`config.mk`:
```
export PLATFORM = sky130hd
export DESIGN_NAME = prog_loader
export DESIGN_NICKNAME = d
export VERILOG_FILES = /design/src/rtl/prog_loader.sv
export SDC_FILE = /design/constraint.sdc
export NUM_CORES = 1
export LEC_CHECK = 0
export CORE_ASPECT_RATIO = 0.75
export CORE_UTILIZATION = 50
export DETAILED_ROUTE_END_ITERATION = 10
export GPL_TIMING_DRIVEN = 0
export PLACE_DENSITY = 0.81
export SLEW_MARGIN = 0
export SYNTH_ARGS = -nofsm -noshare
export SYNTH_HDL_FRONTEND = slang
export SYNTH_SLANG_ARGS = --single-unit
```
`constraint.sdc`:
```
create_clock -name clock -period 2.6 [get_ports clock]
set_input_delay 0.52 -clock clock [delete_from_list [all_inputs] [get_ports clock]]
set_output_delay 0.52 -clock clock [all_outputs]
set_load 0.05 [all_outputs]
```
`src/rtl/prog_loader.sv`:
```
// prog_loader: boot-time program loader for the 2-stage RV32I core.
// Turns a little-endian byte stream (count[7:0], count[15:8], count*4 data
// bytes) into one-cycle word writes on memEn/memAddr/memData. The processor
// is held in cpu_reset until the whole image is written.
// Optional checksum byte after the image: define PROG_LOADER_CHECKSUM_EN.
module prog_loader #(
  parameter int               WIDTH     = 32,
  parameter int               MAX_WORDS = 1024,
  parameter logic [WIDTH-1:0] BASE_ADDR = '0
) (
  input  logic             clock,
  input  logic             reset,
  input  logic             in_valid,
  input  logic [7:0]       in_data,
  output logic             in_ready,
  input  logic             restart,
  output logic             memEn,
  output logic [WIDTH-1:0] memAddr,
  output logic [WIDTH-1:0] memData,
  output logic             cpu_reset,
  output logic             load_done,
  output logic             load_error,
  output logic [15:0]      words_loaded
);

  typedef enum logic [2:0] {
    S_HDR_LO,
    S_HDR_HI,
    S_DATA,
    S_FLUSH,
    S_DONE,
    S_ERROR
`ifdef PROG_LOADER_CHECKSUM_EN
    , S_CHK
`endif
  } state_t;

  // State entered once the image payload (possibly empty) has been consumed.
`ifdef PROG_LOADER_CHECKSUM_EN
  localparam state_t S_TAIL = S_CHK;
`else
  localparam state_t S_TAIL = S_FLUSH;
`endif

  localparam logic [15:0] MAX_CNT = 16'(MAX_WORDS);

  state_t           state_q;
  logic [15:0]      count_q;
  logic [1:0]       idx_q;
  logic [WIDTH-1:0] asm_q;
  logic             pend_q;       // assembled word waiting for its write cycle
  logic             mem_en_q;
  logic [WIDTH-1:0] mem_addr_q;
  logic [WIDTH-1:0] mem_data_q;
  logic [15:0]      words_q;
  logic             cpu_reset_q;
  logic             load_done_q;
  logic             load_error_q;

  logic             accept;
  logic             last_word;
  logic             restart_ok;
  logic [15:0]      count_d;
  logic [WIDTH-1:0] asm_d;

  assign accept     = in_valid && in_ready;
  assign count_d    = {in_data, count_q[7:0]};
  // First data byte lands in the LSB once four bytes have shifted in.
  assign asm_d      = {in_data, asm_q[WIDTH-1:8]};
  // No write can be pending on a 4th byte: writes are at least four bytes apart.
  assign last_word  = (words_q + 16'd1) == count_q;
  assign restart_ok = restart && ((state_q == S_DONE) || (state_q == S_ERROR));

  // Byte acceptance is a pure decode of the state register; the loader never
  // stalls inside a byte-consuming state.
  always_comb begin
    in_ready = 1'b0;
    case (state_q)
      S_HDR_LO, S_HDR_HI, S_DATA: in_ready = 1'b1;
`ifdef PROG_LOADER_CHECKSUM_EN
      S_CHK:                      in_ready = 1'b1;
`endif
      default:                    in_ready = 1'b0;
    endcase
  end

`ifdef PROG_LOADER_CHECKSUM_EN
  logic [7:0] chk_q;

  // Running XOR of all frame bytes, restarted by the first header byte.
  always_ff @(posedge clock) begin
    if (!reset) begin
      chk_q <= '0;
    end else if (accept) begin
      chk_q <= (state_q == S_HDR_LO) ? in_data : (chk_q ^ in_data);
    end
  end
`endif

  // Frame-parsing FSM with registered status outputs.
  always_ff @(posedge clock) begin
    // NOTE: reset is sampled on the clock edge, and every register here uses
    // non-blocking assignment so all reads see pre-edge values.
    if (!reset) begin
      state_q      <= S_HDR_LO;
      count_q      <= '0;
      idx_q        <= '0;
      asm_q        <= '0;
      pend_q       <= 1'b0;
      cpu_reset_q  <= 1'b1;
      load_done_q  <= 1'b0;
      load_error_q <= 1'b0;
    end else begin
      pend_q <= 1'b0;
      case (state_q)
        S_HDR_LO: begin
          if (accept) begin
            count_q[7:0] <= in_data;
            state_q      <= S_HDR_HI;
          end
        end
        S_HDR_HI: begin
          if (accept) begin
            count_q <= count_d;
            idx_q   <= '0;
            if (count_d > MAX_CNT) begin
              state_q      <= S_ERROR;
              load_error_q <= 1'b1;
            end else if (count_d == 16'd0) begin
              state_q <= S_TAIL;
            end else begin
              state_q <= S_DATA;
            end
          end
        end
        S_DATA: begin
          if (accept) begin
            asm_q <= asm_d;
            idx_q <= idx_q + 2'd1;
            if (idx_q == 2'd3) begin
              pend_q <= 1'b1;
              if (last_word) state_q <= S_TAIL;
            end
          end
        end
`ifdef PROG_LOADER_CHECKSUM_EN
        S_CHK: begin
          if (accept) begin
            if (in_data == chk_q) begin
              state_q <= S_FLUSH;
            end else begin
              state_q      <= S_ERROR;
              load_error_q <= 1'b1;
            end
          end
        end
`endif
        S_FLUSH: begin
          // Leave only after the final write has issued plus one idle cycle.
          if (!pend_q && !mem_en_q) begin
            state_q     <= S_DONE;
            cpu_reset_q <= 1'b0;
            load_done_q <= 1'b1;
          end
        end
        S_DONE, S_ERROR: begin
          if (restart) begin
            state_q      <= S_HDR_LO;
            cpu_reset_q  <= 1'b1;
            load_done_q  <= 1'b0;
            load_error_q <= 1'b0;
          end
        end
        default: state_q <= S_HDR_LO;
      endcase
    end
  end

  // Write port: one memEn pulse per assembled word, address from the word count.
  always_ff @(posedge clock) begin
    if (!reset) begin
      mem_en_q   <= 1'b0;
      mem_addr_q <= BASE_ADDR;
      mem_data_q <= '0;
      words_q    <= '0;
    end else begin
      mem_en_q <= pend_q;
      if (pend_q) begin
        mem_addr_q <= BASE_ADDR + WIDTH'({words_q, 2'b00});
        mem_data_q <= asm_q;
        words_q    <= words_q + 16'd1;
      end else if (restart_ok) begin
        mem_addr_q <= BASE_ADDR;
        words_q    <= '0;
      end
    end
  end

  assign memEn        = mem_en_q;
  assign memAddr      = mem_addr_q;
  assign memData      = mem_data_q;
  assign cpu_reset    = cpu_reset_q;
  assign load_done    = load_done_q;
  assign load_error   = load_error_q;
  assign words_loaded = words_q;

endmodule

```
# Yosys cells after proc, flatten, opt, wreduce, memory -nomap -nowiden
# Cells that the tools add are included.
classes:
  n_mux: 30
  n_reduce_logical: 22
  eq_ne: 15
  n_lt_le_gt_ge: 1
  addsub: 2
  n_bitwise: 1
op_table:
  columns: ["cell", "count"]
  rows:
  - ["2-to-1 mux 18 bit", 2]
  - ["2-to-1 mux 16 bit", 2]
  - ["2-to-1 mux 3 bit", 8]
  - ["adder 16 x 1 -> 16 bit (second input constant)", 1]
  - ["== test 16 bit", 1]
  - ["greater-than comparator 16 x 11 -> 1 bit (second input constant)", 1]
  - ["logical NOT 16 bit", 1]
  - ["inequality test 2 bit (second input constant)", 8]
  - ["case mux 8 bit (2 select lines)", 1]
  - ["case mux 3 bit (5 select lines)", 1]
  - ["AND reduction 3 bit", 4]
  - ["2-to-1 mux 1 bit", 9]
  - ["2-to-1 mux 8 bit", 1]
  - ["nonzero test 2 bit", 4]
  - ["AND reduction 7 bit", 1]
  - ["== test 3 x 2 -> 1 bit (second input constant)", 2]
  - ["== test 3 bit (second input constant)", 2]
  - ["case mux 1 bit (2 select lines)", 3]
  - ["2-to-1 mux 2 bit", 2]
  - ["case mux 2 bit (2 select lines)", 1]
  - ["AND reduction 2 bit", 2]
  - ["AND reduction 4 bit", 1]
  - ["== test 3 x 1 -> 1 bit (second input constant)", 1]
  - ["logical AND 1 bit", 3]
  - ["8 further kinds", 9]
word_totals:
  ff_bits: 122
  wordCells: 84
  output_inout_bits: 85

# Depth between registers and ports, before layout
depth:
  depth_word: 6
  mapped_depth: 9
  depth_no_buf: 8

# Worst setup path before layout
# Ideal clock, no wire load.
synth_path:
  path_type: "reg-to-reg"
  start: "register words_q[1] (netlist: words_loaded[1])"
  end: "register state_q[0]"
  t_arrival_ns: 2.287
  required_time_ns: 2.521
  setup_time_ns: 0.079
  setup_slack_ns: 0.234
  n_path_buf: 1
  period_less_slack_ns: 2.366
  stages_incl_launch_ff: 10
  path_cell_list: "dfxtp_1 > ha_1 > nand3_1 > clkbuf_1 > o21ai_0 > o311ai_1 > a311o_1 > nor4_2 > nand4_1 > o211ai_1"
synth_between:
  elab_chain_cells: 4
synth_rtl:
  columns: ["element", "line", "rtl"]
  rows:
  - ["from (decl)", "55", "logic [15:0] words_q;"]
  - ["from (signal assigned)", "191", "words_q <= words_q + 16'd1;"]
  - ["adder 16 x 1 -> 16 bit", "71", "assign last_word = (words_q + 16'd1) == count_q;"]
  - ["== test 16 bit", "71", null]
  - ["inequality test 2 bit (no line)", null, null]
  - ["AND reduction 7 bit (no line)", null, null]
  - ["to (signal assigned)", "105", "state_q <= S_HDR_LO;"]
  - ["to (signal assigned)", "119", "state_q <= S_HDR_HI;"]
  - ["to (signal assigned)", "127", "state_q <= S_ERROR;"]
  - ["to (decl)", "47", "state_t state_q;"]
# Every way passes these cells.
# A chain may end at the register's enable or synchronous reset.

# Worst setup path in the final report
# Ends and elaborated chain as after synthesis.

==> impl_summary.md <==
Final layout
Counting the fill cells in the layout gives 770. The register area is 2444 sq um. The area overhead of the layout relative to synthesis is 30.80%. The post-route netlist has 9.595% of its cells at a drive strength greater than 1.

The library cell used most frequently in the layout, excluding fill and tap cells, is sky130_fd_sc_hd__dfxtp_1. The net total in the final layout is 741. The area used by multi-input combinational logic is 2516 sq um. The top cell types in the final layout, fill and taps aside, are sky130_fd_sc_hd__dfxtp_1 (121), sky130_fd_sc_hd__nand2_1 (117), sky130_fd_sc_hd__clkdlybuf4s50_1 (79).

The number of inserted diodes is 0. The post-route non-filler standard cell count is 872.

Synthesis
The most used flip-flop cell after synthesis is sky130_fd_sc_hd__dfxtp_1. The fraction of synthesis flops using an asynchronous set or reset pin is 0%. Sequential cells were found to cover 46.90% of the synthesized design area. The area of the mapped netlist is 5207 sq um.

The register bit count reported by yosys is 122. The synthesized instance count is 613. The number of enable-type register cells in the synthesized netlist is 0. For this run, the number of Yosys warnings is 0. In this run, distinct cell masters in the synthesized netlist total 57. The synthesized area per cell is 8.495 sq um.

Critical path
The kind of end point of the critical path is a register. Data on the critical path arrives at its endpoint at 2.82 ns. The sort of element at the start of the critical path is a register. The worst reg-to-reg path cell count is 9. The start-to-end type of the worst setup path is reg2reg. Of all nets on the critical path, the largest fanout is 10. The endpoint identified for the worst register-to-register timing path is state_q[0].

At the worst endpoint, the required time is 2.93 ns. The setup check on the worst reg-to-reg path leaves a slack of 0.12 ns. The start of the worst register-to-register path is words_loaded[1].

Detailed routing
The average vias per placed instance is 5.542. The routed wirelength normalized by instance count is 15.88 um. The final routed DRC violation total is 0. The count of nets left with antenna violations once routing finished came out at 0.

The via count is 4,833. The first TritonRoute pass finished after 5 iterations. The post-detailed-routing wire length is 13,840 um.

The first routing iteration left 403 violations.

Global route
The initial antenna violation count is 0. The number of global-route vias before repair came to 4,390. The total global routing track utilization is 26.36%. The overall overflow remaining after global route is 0.

The first-pass GRT wire length is 22,270 um. Entering global routing, the biggest net connects 17 pins.

Min path
The worst hold path belongs to the class reg2reg. The path with the worst hold slack has its endpoint at asm_q[4]. The number of instances on the worst hold path is 2. The hold path startpoint is asm_q[4].

Die
From left edge to right edge, the die measures 119.8 um. The core region area is 9891 sq um. The die covers 10,830 sq um. The I/O pin total is 97.

Once the floorplan was initialized, standard cells occupied 52.65% of the core. The vertical extent of the die is 90.38 um. The cell row count is 31.

CTS
The clock transition time at the flip-flop clock pins of the worst setup and hold paths is 0.06 ns. Counting along the longest clock path gives a buffer depth of 2. The depth of the CTS H-tree is 4. The post-CTS repair timing setup buffer count is 0.

The number of buffers inserted during clock tree synthesis is 17. TritonCTS built the clock tree. The clock net sink count is 122. The tree is rooted in a sky130_fd_sc_hd__clkbuf_16. The clock insertion delay at the later pin of the skew report is 0.42 ns. The cts-stage hold buffer count is 0.

Placement
Counting tap cells, the placed design contains a total of 840 instances. The total of buffers placed on input and output ports is 80. At the end of routability-driven placement, the weighted congestion stood at 0.8636. Once detailed placement completed, the half-perimeter wirelength came to 9771 um.

Timing
In this run the tightest slew margin relative to its limit is 34.08%. The hold violation count in the final report is 0. The count of pins over their slew limit is 0. After layout, the worst path uses 95.55% of the clock period. At the pin with the least slew margin, the transition time is 0.9812 ns.

Setup violations remaining at the end of the flow were counted as 0. Based on the critical path, the design can be clocked at up to 402.5 MHz. On the final layout, the worst clock skew is 0.008563 ns. The time the final worst path needs with I/O delays and setup is 2.484 ns.

Status
The run finished with clean final reports.

Flow run
The max capacitance violation total is 0.

Power
Overall power consumption after layout is estimated at 4.702 mW. The power per cell area is 690.3 nW/um^2. The largest voltage drop on the vdd net is 0.5318 mV. In this run the static leakage power is 2.460 nW.
where the power goes:
group	switching [mW]	internal, mW	total [mW]
Clock	0.859	1.41	2.27
Combinational	0.322	0.146	0.469
Sequential	0.0458	1.92	1.96
Total	1.23	3.47	4.70
registers in the layout, indices dropped and copies added (netlist names):
| name | count |
|---|---|
| state_q | 3 |
| count_q | 16 |
| memEn | 1 |
| load_error | 1 |
| asm_q | 32 |
| memAddr | 16 |
| pend_q | 1 |
| cpu_reset | 1 |
| memData | 32 |
| load_done | 1 |
| words_loaded | 16 |
| idx_q | 2 |
critical path, stage by stage, from the launching register on:
cell and delay (ns):
sky130_fd_sc_hd__dfxtp_2 0.41, sky130_fd_sc_hd__ha_1 0.26, sky130_fd_sc_hd__nand3_1 0.19, sky130_fd_sc_hd__clkbuf_1 0.28
sky130_fd_sc_hd__o21ai_0 0.25, sky130_fd_sc_hd__o311ai_1 0.16, sky130_fd_sc_hd__a311o_1 0.32, sky130_fd_sc_hd__nor4_2 0.22
sky130_fd_sc_hd__nand4_1 0.16, sky130_fd_sc_hd__o211ai_1 0.15
kinds of logic after synthesis:
kind of cell	Yosys count	share of synthesized area, %
mux	35	6.776
buf+inv	60	5.958
simple gates	252	21.58
xor+xnor	23	4.133
compound gates	118	14.10
fa+ha+maj	2	0.4805
other cells	1	0.07201
flops	122	46.90
per-stage QoR:
stage / setup slack [ns] / hold slack (ns) / cell area [sq um] / utilization (%) / setup TNS (ns)
after CTS: 0.1204 / 0.4658 / 6805 / 68.80 / 0
after global routing: -0.01511 / 0.4859 / 6812 / 68.87 / -0.01511
after global placement: 0.04954 / 0.4489 / 6230 / 62.99 / 0
after floorplan: 0.2338 / 0.4360 / 5264 / - / 0
final: 0.1157 / 0.4604 / 6812 / 68.87 / 0
after detailed placement: 0.002335 / 0.4553 / 6230 / 62.99 / 0
synth_stat cells, types with 10 or more instances:
master                     count  area (sq um)
sky130_fd_sc_hd__a21oi_1      63         315.3
sky130_fd_sc_hd__a22o_1       16         140.1
sky130_fd_sc_hd__and3_1       10         62.56
sky130_fd_sc_hd__buf_4        16         120.1
sky130_fd_sc_hd__clkbuf_1     26         97.59
sky130_fd_sc_hd__dfxtp_1     122          2442
sky130_fd_sc_hd__mux2i_1      33         330.3
sky130_fd_sc_hd__nand2_1     117         439.2
sky130_fd_sc_hd__nand3_1      10         50.05
sky130_fd_sc_hd__nor2_1       69         259.0
sky130_fd_sc_hd__o21ai_0      14         70.07
sky130_fd_sc_hd__xnor2_1      12         105.1
sky130_fd_sc_hd__xor2_1       10         87.58
how the worst max path moves through the flow:
stage                          from         end  slack, ns  depth (start not counted)
floorplan           words_loaded[1]  state_q[0]       0.23                          9
global placement           in_valid  state_q[0]       0.05                          8
detailed placement         in_valid  state_q[0]      0.002                          8
CTS                 words_loaded[1]  state_q[0]       0.12                          9
global route        words_loaded[1]  state_q[0]      -0.02                          9
finish              words_loaded[1]  state_q[0]       0.12                          9
layout make-up:
class	count	area share (%)
buffer	58	4.445
clock buffer	22	7.109
clock inverter	10	1.359
inverter	2	0.1102
multi-input combinational	446	36.94
sequential	122	35.87
tap	132	2.425
timing repair buffer	80	11.74
routing by layer:
layer  up-vias  share of wire [%]  wire length (um)  GRT usage, %
met5         -                  0                 0             0
met4         0                1.4               187         8.125
met3        28                9.1              1256         7.323
met2       236                 44              6082         38.78
met1      2266                 46              6317         37.13
li1       2303                  -                 -             -
what timing repair did:
item	4_1_cts	5_1_grt
pin swaps	0	0
setup endpoints to repair	1	1
resized for setup	1	2
Power figures use the tool's default switching activity.
